### src/rtl/vsynth_voice_pkg.sv
// Shared types for the voice allocator.
//   NOTE_W_DEF  : default note-number width
//   slot_cls_e  : per-voice classification (FREE / HELD / RELEASED)
//   alloc_st_e  : allocator FSM states (IDLE / SCAN / ISSUE)
//   victim_src_e: where the chosen voice came from
package vsynth_voice_pkg;

  localparam int NOTE_W_DEF = 7;

  typedef enum logic [1:0] {
    CLS_FREE = 2'd0,
    CLS_HELD = 2'd1,
    CLS_REL  = 2'd2
  } slot_cls_e;

  typedef enum logic [1:0] {
    ST_IDLE  = 2'd0,
    ST_SCAN  = 2'd1,
    ST_ISSUE = 2'd2
  } alloc_st_e;

  typedef enum logic [2:0] {
    SRC_MATCH = 3'd0,
    SRC_FREE  = 3'd1,
    SRC_REL   = 3'd2,
    SRC_HELD  = 3'd3,
    SRC_NONE  = 3'd4
  } victim_src_e;

endpackage

### src/rtl/voice_allocator_slot.sv
// voice_slot: per-voice bookkeeping (note, held flag, saturating age).
//   clk, rst        : clock, synchronous active-high reset
//   voice_idle_i    : envelope of this voice is finished
//   load_i          : assign note_i to this voice (held=1, age=0)
//   release_i       : clear held
//   age_inc_i       : bump age, saturating at 2^AGE_W-1
//   note_i          : note to load
//   cls_o           : FREE / HELD / RELEASED classification
//   note_o, age_o   : current note and age
module voice_slot
  import vsynth_voice_pkg::*;
#(
  parameter int NOTE_W = NOTE_W_DEF,
  parameter int AGE_W  = 4
) (
  input  logic              clk,
  input  logic              rst,
  input  logic              voice_idle_i,
  input  logic              load_i,
  input  logic              release_i,
  input  logic              age_inc_i,
  input  logic [NOTE_W-1:0] note_i,
  output slot_cls_e         cls_o,
  output logic [NOTE_W-1:0] note_o,
  output logic [AGE_W-1:0]  age_o
);

  localparam logic [AGE_W-1:0] AGE_MAX = '1;

  logic              held_q;
  logic [NOTE_W-1:0] note_q;
  logic [AGE_W-1:0]  age_q;

  always_ff @(posedge clk) begin
    if (rst) begin
      held_q <= 1'b0;
      note_q <= '0;
      age_q  <= '0;
    end else if (load_i) begin
      held_q <= 1'b1;
      note_q <= note_i;
      age_q  <= '0;
    end else begin
      if (release_i) held_q <= 1'b0;
      if (age_inc_i && age_q != AGE_MAX) age_q <= age_q + 1'b1;
    end
  end

  // Held dominates: a held voice is never FREE even if its envelope idles.
  always_comb begin
    cls_o = CLS_REL;
    if (held_q)            cls_o = CLS_HELD;
    else if (voice_idle_i) cls_o = CLS_FREE;
  end

  assign note_o = note_q;
  assign age_o  = age_q;

endmodule

### src/rtl/voice_allocator.sv
// voice_allocator: polyphony scheduler in front of NUM_VOICES envelopes.
// Accepts note-on/off events, scans one voice per cycle, then issues a
// single one-cycle gate_on/gate_off strobe.
//   clk, rst      : clock, synchronous active-high reset
//   evt_valid/evt_ready, evt_is_on, evt_note : event handshake
//   voice_idle    : per-voice envelope finished
//   gate_on/off   : per-voice one-cycle strobes (registered)
//   voice_note    : note per voice, voice i at [i*NOTE_W +: NOTE_W]
//   evt_dropped   : note-on discarded (no match/free voice)
// Build option VALLOC_STEAL_EN: steal oldest released, else oldest held
// voice instead of dropping; evt_dropped is then tied to 0.
module voice_allocator
  import vsynth_voice_pkg::*;
#(
  parameter int NUM_VOICES = 8,
  parameter int NOTE_W     = NOTE_W_DEF,
  parameter int AGE_W      = 4
) (
  input  logic                         clk,
  input  logic                         rst,
  input  logic                         evt_valid,
  output logic                         evt_ready,
  input  logic                         evt_is_on,
  input  logic [NOTE_W-1:0]            evt_note,
  input  logic [NUM_VOICES-1:0]        voice_idle,
  output logic [NUM_VOICES-1:0]        gate_on,
  output logic [NUM_VOICES-1:0]        gate_off,
  output logic [NUM_VOICES*NOTE_W-1:0] voice_note,
  output logic                         evt_dropped
);

  localparam int IDX_W = (NUM_VOICES > 1) ? $clog2(NUM_VOICES) : 1;
  localparam logic [IDX_W-1:0] IDX_LAST = IDX_W'(NUM_VOICES - 1);

  alloc_st_e         state_q;
  logic [IDX_W-1:0]  idx_q;
  logic              on_q;
  logic [NOTE_W-1:0] note_q;
  logic              match_f_q, free_f_q;
  logic [IDX_W-1:0]  match_idx_q, free_idx_q;
  logic [NUM_VOICES-1:0] gate_on_q, gate_off_q;

  slot_cls_e [NUM_VOICES-1:0]              cls_w;
  logic      [NUM_VOICES-1:0][NOTE_W-1:0]  note_w;
  logic      [NUM_VOICES-1:0][AGE_W-1:0]   age_w;
  logic      [NUM_VOICES-1:0]              ld_w, rl_w, inc_w;

  victim_src_e       src;
  logic [IDX_W-1:0]  vidx;

  slot_cls_e         cur_cls;
  logic [NOTE_W-1:0] cur_note;
  logic              cur_match;

  for (genvar i = 0; i < NUM_VOICES; i++) begin : g_slot
    voice_slot #(.NOTE_W(NOTE_W), .AGE_W(AGE_W)) u_slot (
      .clk          (clk),
      .rst          (rst),
      .voice_idle_i (voice_idle[i]),
      .load_i       (ld_w[i]),
      .release_i    (rl_w[i]),
      .age_inc_i    (inc_w[i]),
      .note_i       (note_q),
      .cls_o        (cls_w[i]),
      .note_o       (note_w[i]),
      .age_o        (age_w[i])
    );
  end

  assign voice_note = note_w;
  assign evt_ready  = (state_q == ST_IDLE);
  assign gate_on    = gate_on_q;
  assign gate_off   = gate_off_q;

  // Slot under examination; voice_idle is live so class reflects this cycle.
  assign cur_cls  = cls_w[idx_q];
  assign cur_note = note_w[idx_q];
  // Note-on retriggers a held or released voice; note-off only hits held ones.
  assign cur_match = (cur_note == note_q) &&
                     (on_q ? (cur_cls != CLS_FREE) : (cur_cls == CLS_HELD));

`ifdef VALLOC_STEAL_EN
  logic             rel_f_q, hld_f_q;
  logic [IDX_W-1:0] rel_idx_q, hld_idx_q;
  logic [AGE_W-1:0] rel_age_q, hld_age_q;
  logic [AGE_W-1:0] cur_age;

  assign cur_age     = age_w[idx_q];
  assign evt_dropped = 1'b0;
`else
  logic drop_q;
  logic unused_age;

  assign unused_age  = ^age_w;
  assign evt_dropped = drop_q;
`endif

  // Victim selection from the candidate registers, used during ISSUE.
  always_comb begin
    src  = SRC_NONE;
    vidx = '0;
    if (match_f_q) begin
      src  = SRC_MATCH;
      vidx = match_idx_q;
    end else if (on_q && free_f_q) begin
      src  = SRC_FREE;
      vidx = free_idx_q;
    end
`ifdef VALLOC_STEAL_EN
    else if (on_q && rel_f_q) begin
      src  = SRC_REL;
      vidx = rel_idx_q;
    end else if (on_q && hld_f_q) begin
      src  = SRC_HELD;
      vidx = hld_idx_q;
    end
`endif
  end

  always_comb begin
    ld_w  = '0;
    rl_w  = '0;
    inc_w = '0;
    if (state_q == ST_ISSUE && src != SRC_NONE) begin
      for (int i = 0; i < NUM_VOICES; i++) begin
        if (vidx == IDX_W'(i)) begin
          ld_w[i] = on_q;
          rl_w[i] = !on_q;
        end else begin
          inc_w[i] = on_q && (cls_w[i] != CLS_FREE);
        end
      end
    end
  end

  always_ff @(posedge clk) begin
    if (rst) begin
      state_q     <= ST_IDLE;
      idx_q       <= '0;
      on_q        <= 1'b0;
      note_q      <= '0;
      match_f_q   <= 1'b0;
      free_f_q    <= 1'b0;
      match_idx_q <= '0;
      free_idx_q  <= '0;
      gate_on_q   <= '0;
      gate_off_q  <= '0;
`ifdef VALLOC_STEAL_EN
      rel_f_q     <= 1'b0;
      hld_f_q     <= 1'b0;
      rel_idx_q   <= '0;
      hld_idx_q   <= '0;
      rel_age_q   <= '0;
      hld_age_q   <= '0;
`else
      drop_q      <= 1'b0;
`endif
    end else begin
      gate_on_q  <= '0;
      gate_off_q <= '0;
`ifndef VALLOC_STEAL_EN
      drop_q     <= 1'b0;
`endif
      case (state_q)
        ST_IDLE: begin
          if (evt_valid) begin
            state_q   <= ST_SCAN;
            idx_q     <= '0;
            on_q      <= evt_is_on;
            note_q    <= evt_note;
            match_f_q <= 1'b0;
            free_f_q  <= 1'b0;
`ifdef VALLOC_STEAL_EN
            rel_f_q   <= 1'b0;
            hld_f_q   <= 1'b0;
`endif
          end
        end
        ST_SCAN: begin
          if (!match_f_q && cur_match) begin
            match_f_q   <= 1'b1;
            match_idx_q <= idx_q;
          end
          if (!free_f_q && cur_cls == CLS_FREE) begin
            free_f_q   <= 1'b1;
            free_idx_q <= idx_q;
          end
`ifdef VALLOC_STEAL_EN
          // Strict '>' keeps the lower index on equal (incl. saturated) ages.
          if (cur_cls == CLS_REL && (!rel_f_q || cur_age > rel_age_q)) begin
            rel_f_q   <= 1'b1;
            rel_idx_q <= idx_q;
            rel_age_q <= cur_age;
          end
          if (cur_cls == CLS_HELD && (!hld_f_q || cur_age > hld_age_q)) begin
            hld_f_q   <= 1'b1;
            hld_idx_q <= idx_q;
            hld_age_q <= cur_age;
          end
`endif
          if (idx_q == IDX_LAST) state_q <= ST_ISSUE;
          else                   idx_q   <= idx_q + 1'b1;
        end
        ST_ISSUE: begin
          gate_on_q  <= ld_w;
          gate_off_q <= rl_w;
`ifndef VALLOC_STEAL_EN
          drop_q     <= on_q && (src == SRC_NONE);
`endif
          state_q    <= ST_IDLE;
        end
        default: state_q <= ST_IDLE;
      endcase
    end
  end

endmodule

### config.mk
export PLATFORM = sky130hd
export DESIGN_NAME = voice_allocator
export DESIGN_NICKNAME = d
export VERILOG_FILES = /design/src/rtl/vsynth_voice_pkg.sv /design/src/rtl/voice_allocator_slot.sv /design/src/rtl/voice_allocator.sv
export SDC_FILE = /design/constraint.sdc
export NUM_CORES = 1
export LEC_CHECK = 0
export CORE_ASPECT_RATIO = 2
export CORE_MARGIN = 1.5
export CORE_UTILIZATION = 50
export CTS_BUF_LIST = sky130_fd_sc_hd__clkbuf_2
export CTS_CLUSTER_DIAMETER = 120
export DETAILED_ROUTE_END_ITERATION = 8
export GPL_TIMING_DRIVEN = 0
export PLACE_DENSITY = 0.86
export SYNTH_ARGS = -nofsm -noshare
export SYNTH_HDL_FRONTEND = slang
export SYNTH_SLANG_ARGS = --single-unit
### constraint.sdc
create_clock -name clk -period 6.5 [get_ports clk]
set_input_delay 0.975 -clock clk [delete_from_list [all_inputs] [get_ports clk]]
set_output_delay 0.975 -clock clk [all_outputs]
set_load 0.02 [all_outputs]
==> results.md, run 1 <==
- CTS tree: yes
- CTS resizes: 0
- Netlist Area Pre-Place: 4470 um^2
- Chip width: 69.9 um
- Die Ht: 137 um
- Final Max Tran Viols: 0
- Core ar.: 8650 um^2
- Worst vdd ir: 175 uV
- Global-route wire length before repair: 20.1 mm
- Critical Path Source Type: register
- Post-route setup slack: 3.67 ns
- Setup Skew: 0.0495 ns
- Worst-Margin Slew: 0.830 ns
- Num Clock Sinks: 102
- Post-CTS Setup Inserts: 0
- RSZ-0062 raised after global routing: no
- Worst hold path class: reg -> reg
- Synth Warn #: 0
- Cell area after layout: 5640 um^2
- Starting DRC count in detailed routing: 286
- Setup_tns: 0 ns
- Power Density: 186 nW/um^2
- Ports: 93
- EDFF count, synth: 0
- Die area: 9560 um^2
- Max Clock Freq: 354 MHz
- Row cnt: 48
- DR vias: 3959
- Critical-path maximum fanout: 3
- Hold_buf cts: 0
- Initial Util: 51.7%
- Placed Area: 5510 um^2
- Fin nets: 583
- Endpoints failing setup: 0
- Placer Congestion: 0.941
- DP Worst Slack: 3.68 ns
- DP HPWL: 9.91 mm
- #FFs+latches synth: 102
- CP arrival: 1.85 ns
- Wirelength per Cell: 20.2 um
- Clock buffer depth: 2
- Post-route DRC: 0
- CTS clock-pin slew for the worst setup and hold paths: 0.31 ns
- Total track usage: 27.6%
- Inserted Clock Buffers: 9
- First-pass DRT Iterations: 5
- Post-route ant nets: 0
- Worst setup EP type: output pin
- # port buffers: 91
- Seq/Total Area, Yosys: 45.6%
- Initial antenna violation count: 1
- Max-cap violations: 0
- Leak: 2.18 nW
- Root Driver: clkbuf_2
- Routed WL: 13.5 mm
- Post-Syn Instances: 460
- Worst EP required: 5.52 ns
- Grt total ovfl: 0
- Status: finished clean
- Clock Latency Late Sink: 0.62 ns
- Period utilization: 43.5%
- Vias in the first global route: 3880
- Most used DFF post-synth: dfxtp_1
- Synth-to-Final Area Change: 26.0%
- Synthesized area per cell: 9.73 um^2
- Syn Nets: 481
- CTS H-Tree Depth: 3
- Minimum clock period: 2.83 ns
- Hold Vio Cnt, Final: 0
- Via density: 5.93
- FFs w/ async S/R, synth: 0%
- Slew HR: 44.7%
- Setup Crit Path Kind: reg -> out
- Ratio of cells with drive above 1 in the final layout: 10.2%
- Largest net degree at the start of global routing: 19
- Distinct cells, synth: 46
kinds of logic (layout without fill, tap and decap cells):
group / count (synthesis) / after routing / share of synthesized area (%)
and+or+nand+nor: 158 / 158 / 15.9
DFF: 102 / 102 / 45.6
AOI/OAI and AO/OA: 78 / 78 / 10.8
muxes: 72 / 72 / 20.4
buffers and inverters: 42 / 149 / 5.48
xor gates and xnor gates: 6 / 6 / 1.17
adders and majority gates: 2 / 2 / 0.559
other: 0 / 1 / 0
where the power goes:
| part | total, W | switching [W] | internal [W] | leakage (nW) |
|---|---|---|---|---|
| clock network | 0.000325 | 0.000231 | 0.0000946 | 0.0773 |
| logic | 0.0000873 | 0.0000506 | 0.0000368 | 1.28 |
| registers | 0.000637 | 0.00000420 | 0.000633 | 0.823 |
| total | 0.00105 | 0.000285 | 0.000765 | 2.18 |
registers in the layout, indices dropped and copies added, names as in the netlist:
register	count
note_q	7
gate_on	8
state_q	2
g_slot.u_slot.note_o	56
gate_off	8
g_slot.u_slot.held_q	8
on_q	1
evt_dropped	1
match_f_q	1
free_f_q	1
match_idx_q	3
idx_q	3
free_idx_q	3
per-stage QoR:
step	hold WS (ns)	std cells	util (%)	total power, W
floorplan	0.464	460	-	0.000703
detailed placement	0.482	651	63.7	0.000734
global placement	0.479	651	63.7	0.000733
global route	0.532	668	65.2	0.00108
finish	0.517	668	65.2	0.00105
CTS	0.511	667	65.1	0.00105
worst paths after layout:
path                      startpoint                    endpoint  slack, ns  cells past startpoint
min reg2reg  g_slot[2].u_slot.held_q     g_slot[2].u_slot.held_q       0.52                      2
max reg2reg                match_f_q  g_slot[6].u_slot.note_o[0]       3.95                      7
min          g_slot[2].u_slot.held_q     g_slot[2].u_slot.held_q       0.52                      2
max                       state_q[1]                   evt_ready       3.67                      2
cells in the final DEF (no fill, tap or decap), types with 2 or more instances in the layout:
master           count
nand2b_1             6
clkbuf_8             6
a21oi_1             34
clkdlybuf4s50_1     91
xnor2_1              6
clkbuf_1            23
nand2_1             41
nand3_1              4
mux4_1               4
mux4_2              10
nor3b_1              4
mux2_2               2
clkbuf_2             9
a22oi_1              3
a2bb2oi_1            2
buf_2                4
inv_1                6
inv_6                3
nor2b_1              3
nor2_1              77
dfxtp_1            102
a32o_1               2
mux2i_1             56
buf_6                3
o31ai_1              3
o21ai_0             25
clkinv_4             2
or2_2                7
nor3_1               5
ha_1                 2
cell usage after synthesis (2+ instances only):
| cell type | instances | area share [%] |
|---|---|---|
| a21oi_1 | 34 | 3.8 |
| a22oi_1 | 3 | 0.50 |
| a2bb2oi_1 | 2 | 0.39 |
| a32o_1 | 2 | 0.45 |
| buf_2 | 4 | 0.45 |
| buf_6 | 3 | 0.75 |
| clkbuf_1 | 23 | 1.9 |
| clkbuf_8 | 6 | 1.8 |
| dfxtp_1 | 102 | 46 |
| ha_1 | 2 | 0.56 |
| inv_1 | 6 | 0.50 |
| mux2_2 | 2 | 0.50 |
| mux2i_1 | 56 | 13 |
| mux4_1 | 4 | 2.3 |
| mux4_2 | 10 | 5.0 |
| nand2_1 | 41 | 3.4 |
| nand2b_1 | 6 | 0.84 |
| nand3_1 | 4 | 0.45 |
| nor2_1 | 77 | 6.5 |
| nor2b_1 | 3 | 0.42 |
| nor3_1 | 5 | 0.56 |
| nor3b_1 | 4 | 0.67 |
| o21ai_0 | 25 | 2.8 |
| o31ai_1 | 3 | 0.50 |
| or2_2 | 7 | 0.98 |
| xnor2_1 | 6 | 1.2 |
metal layers:
| metal | up-vias | global-route usage, % | wire length (um) |
|---|---|---|---|
| met5 | - | 0 | 0 |
| met4 | 0 | 18.4 | 735 |
| met3 | 50 | 4.79 | 845 |
| met2 | 212 | 51.1 | 7280 |
| met1 | 1904 | 27.7 | 4630 |
| li1 | 1793 | - | - |
critical path, cell delays in order (launching register included):
cell             delay (ns)
dfxtp_1                0.39
nor2_1                 0.20
clkdlybuf4s50_1        0.64
area by class of cell:
type,instances,area [um^2]
clock buffer,9,45.0
buffer,36,223
timing repair buffer,91,911
sequential,102,2040
inverter,6,22.5
clock inverter,7,78.8
tap,100,125
antenna,1,2.50
fill,739,3010
multi-input combinational,316,2190
Note: power is estimated with default switching activity, not from simulation.
==> inputs of run 2 (changes only) <==
Clock period 6.5 ns to 2.85 ns, I/O delays scaled along.
==> results of run 2 <==
Same layout as run 1 (identical final DEF). Status: finished clean.
Among the figures that moved: setup slack after placement 3.68 ns -> 0.371 ns; setup slack after layout 3.67 ns -> 0.296 ns; hold slack 0.517 ns -> 0.259 ns; start point of the critical path state_q[1] -> match_f_q; end point of the critical path evt_ready -> g_slot[6].u_slot.note_o[0]; register-to-register setup slack 3.95 ns -> 0.30 ns; end point of the worst hold path g_slot[2].u_slot.held_q -> match_idx_q[0]; total power 0.00105 W -> 0.00239 W; worst IR drop on VDD 175 uV -> 400 uV
==> inputs of run 3 (changes only) <==
Settings changed: CAP_MARGIN set to 20, CORE_UTILIZATION 50 to 35, PLACE_DENSITY 0.86 to 0.66.
==> results.md, run 3 (synthesis gave the netlist of run 1 again) <==
- Worst hold path class: in -> reg
- DP HPWL: 10.5 mm (+6.1%)
- Worst vdd ir: 226 uV
- Most common cell after layout, fill and taps aside: dfxtp_1
- Final Max Tran Viols: 0 (unchanged)
- Post-route DRC: 0 (unchanged)
- CP arrival: 3.14 ns
- Synth-to-Final Area Change: 27.3%
- CP delay by family, top: simple AND/OR/NAND/NOR gates
- Slew HR: 36.8% (-7.8 points)
- Largest net degree at the start of global routing: 18 (-1)
- Setup Skew: 0.0219 ns (-0.0277 ns)
- Grt total ovfl: 0 (unchanged)
- Die area: 13500 um^2 (+41%)
- Initial antenna violation count: 1 (unchanged)
- Critical path cell sequence: clkbuf_1, buf_2, nand2_1, o22ai_1, nand2_1, nor2_1, inv_1, a21oi_1
- Row cnt: 58 (+21%)
- CP peak stage delay: 0.72 ns
- Setup_tns: 0 ns (unchanged)
- Max-cap violations: 0 (unchanged)
- Hold Vio Cnt, Final: 0 (unchanged)
- CTS clock-pin slew for the worst setup and hold paths: 0.26 ns (-0.05 ns)
- Die Ht: 163 um (+19%)
- Critical-path maximum fanout: 10
- Root Driver: clkbuf_2
- Wirelength per Cell: 19.8 um (-2.0%)
- Via density: 5.31 (-10%)
- Placer Congestion: 0.893 (-5.2%)
- Setup Crit Path Kind: reg -> reg
- Initial Util: 35.6% (-16 points)
- # port buffers: 91 (unchanged)
- Status: finished clean
- Starting DRC count in detailed routing: 264 (-7.7%)
- Minimum clock period: 2.59 ns
- Post-route ant nets: 0 (unchanged)
- CTS resizes: 0 (unchanged)
- CP most frequent cell: nand2_1
- Clock Latency Late Sink: 0.60 ns (-0.02 ns)
- First-pass DRT Iterations: 5 (unchanged)
- DR vias: 3815 (-3.6%)
- Worst-Margin Slew: 0.947 ns (+0.117 ns)
- Total track usage: 20.9% (-6.7 points)
- Period utilization: 91.0%
- Most frequent cells in the layout: dfxtp_1 (102), clkdlybuf4s50_1 (91), nor2_1 (77), mux2i_1 (56), nand2_1 (41)
- Cell area after layout: 5690 um^2 (+1.0%)
- Chip width: 83.0 um (+19%)
- Fin nets: 583 (unchanged)
- Worst Path Buf+Inv: 3
- Global-route wire length before repair: 21.3 mm (+5.9%)
- Placed Area: 5570 um^2 (+1.1%)
- RSZ-0062 raised after global routing: no
- Max FFs per register: 56 (unchanged)
- Placed insts: 701 (+7.7%)
- Endpoints failing setup: 0 (unchanged)
- Hold_buf cts: 0 (unchanged)
- Routed WL: 14.2 mm (+5.4%)
- Leak: 2.17 nW (-0.37%)
- CTS tree: yes
- Core ar.: 12600 um^2 (+45%)
- Num Clock Sinks: 102 (unchanged)
- Worst setup EP type: register
- Inserted Clock Buffers: 9 (unchanged)
- Critical Path Source Type: register
- Crit-path slowest cell: nor2_1
- Worst EP required: 3.40 ns
- Ports: 93 (unchanged)
- Vias in the first global route: 3878 (-0.052%)
- Fin cells: 718 (+7.5%)
- Ratio of cells with drive above 1 in the final layout: 9.88% (-0.35 points)
- Power Density: 414 nW/um^2
- Max Clock Freq: 386 MHz
- Clock buffer depth: 2 (unchanged)
- CTS H-Tree Depth: 3 (unchanged)
- Fillers: 1237 (+67%)
- Post-CTS Setup Inserts: 0 (unchanged)
[run 3: path summary, 6_finish.rpt]
kind / from / end / slack (ns) / cells after the start
hold reg to reg: g_slot[4].u_slot.note_o[3] / g_slot[4].u_slot.note_o[3] / 0.52 / 2
hold / removal: rst / match_idx_q[0] / 0.31 / 3
setup / recovery: match_f_q / g_slot[4].u_slot.held_q / 0.26 / 8
setup reg to reg: match_f_q / g_slot[4].u_slot.held_q / 0.26 / 8
[run 3: final cells by class]
| type | instances | area, um^2 | share of cell area [%] |
|---|---|---|---|
| multi-input combinational | 316 | 2190 | 38.4 |
| sequential | 102 | 2040 | 35.9 |
| timing repair buffer | 91 | 911 | 16.0 |
| buffer | 36 | 223 | 3.91 |
| tap | 150 | 188 | 3.30 |
| clock inverter | 7 | 73.8 | 1.30 |
| clock buffer | 9 | 45.0 | 0.791 |
| inverter | 6 | 22.5 | 0.396 |
| antenna | 1 | 2.50 | 0.0439 |
[run 3: metrics by stage]
stage	hold WS, ns	power (W)	setup WS, ns	util, %
global route	0.322	0.00244	0.134	45.4
CTS	0.316	0.00237	0.271	45.3
global placement	0.482	0.00168	0.407	44.4
detailed placement	0.486	0.00168	0.320	44.4
floorplan	0.464	0.00160	0.662	-
finish	0.306	0.00236	0.257	45.4
[run 3: layer usage]
metal  share of wire, %  routed length (um)  GRT usage, %
met5                  0                   0             0
met4                6.3                 890          14.4
met3                4.2                 598          2.84
met2                 55                7860          40.6
met1                 34                4860          19.8
[run 3: report_power, final]
part           internal [W]  switching (W)
logic             0.0000840       0.000117
registers           0.00144     0.00000901
clock network      0.000206       0.000496
[run 3: worst reg2reg max path, delay by kind of cell, from the launching register on]
| kind | cells | cell delay [ns] |
|---|---|---|
| AO/OA/AOI/OAI | 2 | 0.38 |
| buffers and inverters | 3 | 0.70 |
| flip-flops | 1 | 0.36 |
| AND/OR/NAND/NOR | 3 | 1.12 |
==> variant 1 (flow settings as in run 2) <==
Add a define of `VALLOC_STEAL_EN`.
--- a/src/rtl/voice_allocator.sv
+++ b/src/rtl/voice_allocator.sv
@@ -11,2 +11,4 @@
 // voice instead of dropping; evt_dropped is then tied to 0.
+`define VALLOC_STEAL_EN
+
 module voice_allocator
Check against the original RTL: same outputs for any inputs over 10 cycles, from zero or initial values and one cycle with rst high; that may be too few to reach the edited logic, so the function may still have changed.
==> variant 1 against run 2 <==
The run now ends with setup timing left. Design area is 56% higher. Cell count is 58% higher. Critical path depth is 6 higher. Worst setup slack worse by 0.69 ns. Count of clock-buffer cells in the layout is 9 higher. Sequential cell count is 47 higher. First-iteration DRC count grew to 3.2 times the old value. Area after synthesis is 55% higher. Core utilization is 0.20 points lower. Die area is 53% higher. Routed wire length is 78% higher. Power is 58% higher. Critical path type unchanged.
==> variant 1: results (changes against run 2) <==
| Metric | Value |
|---|---|
| Area after DPL | `8090 µm² (+47%)` |
| Worst Path Max Fanout | `5 (-5)` |
| Num CTS Buffers | `17 (+8)` |
| Clock-cell share of area | `0.0304 (+0.00837)` |
| Largest net degree at the start of global routing | `17 (-2)` |
| Synth area leaders | `dfxtp_1, mux2i_1, mux4_2` |
| Worst Slack Setup Final | `-0.397 ns (-0.693 ns)` |
| Yosys warns | `0 (unchanged)` |
| Syn Nets | `792 (+65%)` |
| FF+latch area | `2990 µm² (+46%)` |
| Violated checks | `setup timing` |
| Post-synthesis sequential area ratio | `0.430 (-0.0264)` |
| Multi-input combinational area share | `0.432 (+0.0443)` |
| PortBufs | `90 (-1.1%)` |
| Drt via density | `6.37 (+7.5%)` |
| Layout cells sized above 1 | `0.140 (+0.0379)` |
| Yosys reg bits | `149 (+46%)` |
| Pre-antenna DRT Iters | `6 (+1)` |
| Setup violations, final | `19 (+19)` |
| Outcome | `finished with violations` |
| CP delay by family, top | `multiplexers` |
| Setup Skew | `0.0353 ns (-0.0142 ns)` |
| Max H-tree Level | `4 (+1)` |
| Synth cell count leaders | `dfxtp_1, nand2_1, nor2_1` |
| WL per Instance | `22.7 µm (+12%)` |
| Non-clock buffer share | `0.166 (-0.0355)` |
| Measured slew at the worst slew-check pin | `0.814 ns (-0.0161 ns)` |
| Placer Congestion | `0.967 (+2.7%)` |
| Number of global-route vias before repair | `6,959 (+79%)` |
| CTS clk-pin slew, worst paths | `0.24 ns (-0.07 ns)` |
| CP arrival | `3.90 ns (+0.84 ns)` |
| #MultiIn Comb | `535 (+69%)` |
| Synth unique cells | `62 (+35%)` |
| Signal buffers | `163 (+28%)` |
| Fillers | `1,020 (+38%)` |
| Max rail drop VDD | `0.450 mV (+12%)` |
| Slowest-stage cell, CP | `mux4_2` |
| Clkbuf count | `18 (+9)` |
| Final net count | `923 (+58%)` |
| Clock Latency Late Sink | `0.75 ns (+0.13 ns)` |
| DP HPWL | `16.3 mm (+64%)` |
| Worst r2r path cells | `13 (+6)` |
| Drt initial violations | `914 (+220%)` |
| Global Route Usage Sum | `0.332 (+0.0558)` |
| Pleak | `0.00309 µW (+42%)` |
-- variant 1: path summary, 6_finish.rpt --
path                         startpoint                          to  slack, ns
max                            idx_q[0]                rel_idx_q[2]      -0.40
min                         evt_note[1]                   note_q[1]       0.20
max reg2reg                    idx_q[0]                rel_idx_q[2]      -0.40
min reg2reg  g_slot[5].u_slot.note_o[4]  g_slot[5].u_slot.note_o[4]       0.49
-- variant 1: logic make-up (layout without fill, tap and decap cells) --
kind of cell	after synthesis	count (layout)	share of synthesized area
compound gates	126	126	0.110
xor+xnor	27	27	0.0341
fa+ha+maj	18	18	0.0325
buf+inv	71	215	0.0424
flops	149	149	0.430
mux	84	84	0.166
other cells	1	2	0.000541
simple gates	279	279	0.185
-- variant 1: per-layer routing --
layer | routed length (µm) | vias to the layer above | global-route usage
met3 | 1980 | 198 | 0.0807
li1 | - | 2912 | -
met5 | 0 | - | 0
met2 | 12300 | 504 | 0.588
met1 | 7490 | 3109 | 0.307
met4 | 2140 | 0 | 0.290
-- variant 1: timing repair --
action / in CTS / in global routing
gates resized for setup: 44 / 12
buffers inserted: 22 / 3
pin swaps: 9 / 6
endpoints found under the setup margin: 84 / 57
hold endpoints to repair: 0 / 0
-- variant 1: per-stage QoR --
step,setup TNS [ns],util,instances,setup slack [ns],hold WS (ns)
6_report,-4.89,0.650,1055,-0.397,0.203
5_1_grt,-6.84,0.650,1055,-0.473,0.204
4_1_cts,-5.53,0.646,1053,-0.413,0.193
3_5_place_dp,-24.62,0.599,1000,-1.19,0.468
3_3_place_gp,-22.82,0.599,1000,-1.10,0.459
2_1_floorplan,-5.29,-,755,-0.457,0.460
-- variant 1: where the power goes --
group	switching [µW]	internal (µW)
Combinational	199	136
Sequential	12.8	2100
Clock	822	505
Total	1030	2740
==> variant 2 (flow settings as in run 2) <==
Made on the original files. Re-encode `alloc_st_e` (3 values) as one-hot, 3 bits wide.
--- a/src/rtl/vsynth_voice_pkg.sv
+++ b/src/rtl/vsynth_voice_pkg.sv
@@ -15,6 +15,6 @@
 
-  typedef enum logic [1:0] {
-    ST_IDLE  = 2'd0,
-    ST_SCAN  = 2'd1,
-    ST_ISSUE = 2'd2
+  typedef enum logic [2:0] {
+    ST_IDLE  = 3'b001,
+    ST_SCAN  = 3'b010,
+    ST_ISSUE = 3'b100
   } alloc_st_e;
Function: no difference found for any inputs over 10 cycles, from zero or initial values and one cycle with rst high; not proved beyond that.
==> variant 2 against run 2 <==
Largest cell class unchanged. Worst setup slack worse by 0.17 ns. Sequential cell count is 1 higher. First-iteration DRC count is 43% higher. Area after synthesis is 0.67% higher. Worst hold slack worse by 0.038 ns. Design area is 0.78% higher. Highest routed layer unchanged. Combinational power is 20% lower. Synthesized cell count is 5.4% higher. Power is 0.55% lower. Routed wire length is 5.0% higher.
==> variant 2: results (changes against run 2) <==
| Metric | Value |
|---|---|
| DP HPWL | `10.4 mm (+4.4%)` |
| Setup Skew | `0.0313 ns (-0.0182 ns)` |
| Max rail drop VDD | `0.671 mV (+68%)` |
| Num CTS Buffers | `9 (unchanged)` |
| Worst r2r path cells | `8 (+1)` |
| FFs w/ async S/R, synth | `0 (unchanged)` |
| CP arrival | `3.29 ns (+0.23 ns)` |
| Clock Latency Late Sink | `0.61 ns` |
| Worst R2R Setup Slack | `0.12 ns (-0.17 ns)` |
| Slowest-stage cell, CP | `dfxtp_1` |
| Hold path endpoint | `match_idx_q[0]` |
| Sw frac | `0.242 (-0.0296)` |
| Global Route Usage Sum | `0.297 (+0.0212)` |
| Synth cell count leaders | `dfxtp_1, nor2_1, mux2i_1` |
| Drt via density | `5.98 (+0.90%)` |
| Launch point of the worst path | `idx_q[1]` |
| PortBufs | `91 (unchanged)` |
| Measured slew at the worst slew-check pin | `0.777 ns (-0.0526 ns)` |
| Initial antenna violation count | `1 (unchanged)` |
| CP delay by family, top | `multiplexers` |
| Max FFs per register | `56 (unchanged)` |
| Synth area leaders | `dfxtp_1, mux2i_1, nor2_1` |
| Hold Crit Depth | `3 (unchanged)` |
| Yosys warns | `0 (unchanged)` |
| Drt initial violations | `409 (+43%)` |
| Pleak | `0.00190 µW (-13%)` |
| Final net count | `608 (+4.3%)` |
| Synth unique cells | `45 (-2.2%)` |
| CP max stage delay | `0.46 ns (-0.16 ns)` |
| CTS clk-pin slew, worst paths | `0.26 ns (-0.05 ns)` |
| Critical Path End | `match_idx_q[1]` |
| Layout cells sized above 1 | `0.0777 (-0.0246)` |
| Syn Nets | `506 (+5.2%)` |
| Hold path startpoint | `rst` |
| Post-synth top flop | `dfxtp_1` |
| Combinational share of power | `0.067 (-0.016)` |
| First-pass GRT wire length | `21.7 mm (+8.0%)` |
| Final hold slack | `0.221 ns (-0.0383 ns)` |
| Pre-antenna DRT Iters | `6 (+1)` |
| Clock Path Buffers | `2 (unchanged)` |
| Sequential power share | `0.613 (+0.006)` |
| Placer Congestion | `0.950 (+0.92%)` |
| CTS root buf | `clkbuf_2` |
| Outcome | `completed` |
| Number of global-route vias before repair | `4,157 (+7.1%)` |
| HP Class | `in -> reg` |
| Hold_buf cts | `0 (unchanged)` |
| Post-Route WL | `14.2 mm (+5.0%)` |
| Worst Path Max Fanout | `10 (unchanged)` |
| Largest net degree at the start of global routing | `17 (-2)` |
| Max H-tree Level | `3 (unchanged)` |
| Post-synthesis sequential area ratio | `0.458 (+0.00140)` |
| Comb pwr | `159 µW (-20%)` |
[variant 2: changes by cell type after synthesis, moves of 5 or more]
cell | before | now
a21oi_1 | 34 | 42
a22oi_1 | 3 | 8
clkbuf_8 | 6 | 0
nand2_1 | 41 | 48
or2_2 | 7 | 0
xnor2_1 | 6 | 0
[variant 2: logic make-up (layout without fill, tap and decap cells)]
kind of cell / Yosys count / in the layout / share of synthesized area
AO/OA/AOI/OAI: 96 / 96 / 0.129
AND/OR/NAND/NOR: 167 / 167 / 0.169
XOR/XNOR: 4 / 4 / 0.00778
buffers and inverters: 43 / 150 / 0.0467
other: 0 / 1 / 0
flip-flops: 103 / 103 / 0.458
adder cells (fa/ha/maj): 2 / 2 / 0.00555
multiplexers: 70 / 70 / 0.184
[variant 2: per-stage QoR]
step                worst slack, ns  cell area (µm²)  cells
floorplan                     0.724             4500    485
global placement              0.218             5540    676
detailed placement            0.189             5540    676
CTS                           0.170             5680    692
global route                 0.0405             5680    693
finish                        0.124             5680    693
[variant 2: cell type report]
| type | instances | area [µm²] |
|---|---|---|
| buffer | 35 | 180 |
| tap | 100 | 125 |
| clock buffer | 10 | 50.0 |
| multi-input combinational | 339 | 2230 |
| clock inverter | 6 | 85.1 |
| timing repair buffer | 91 | 911 |
| sequential | 103 | 2060 |
| fill | 710 | 3030 |
| inverter | 8 | 30.0 |
| antenna | 1 | 2.50 |
[variant 2: timing repair]
action	4_1_cts	5_1_grt
setup buffers	0	0
resized for setup	0	1
endpoints found under the setup margin	0	8
[variant 2: layer usage]
| metal | vias to the layer above | global-route usage | routed length [µm] |
|---|---|---|---|
| li1 | 1883 | - | - |
| met1 | 1919 | 0.305 | 4600 |
| met2 | 272 | 0.542 | 7450 |
| met3 | 70 | 0.0388 | 1210 |
| met4 | 0 | 0.221 | 888 |
| met5 | - | 0 | 0 |
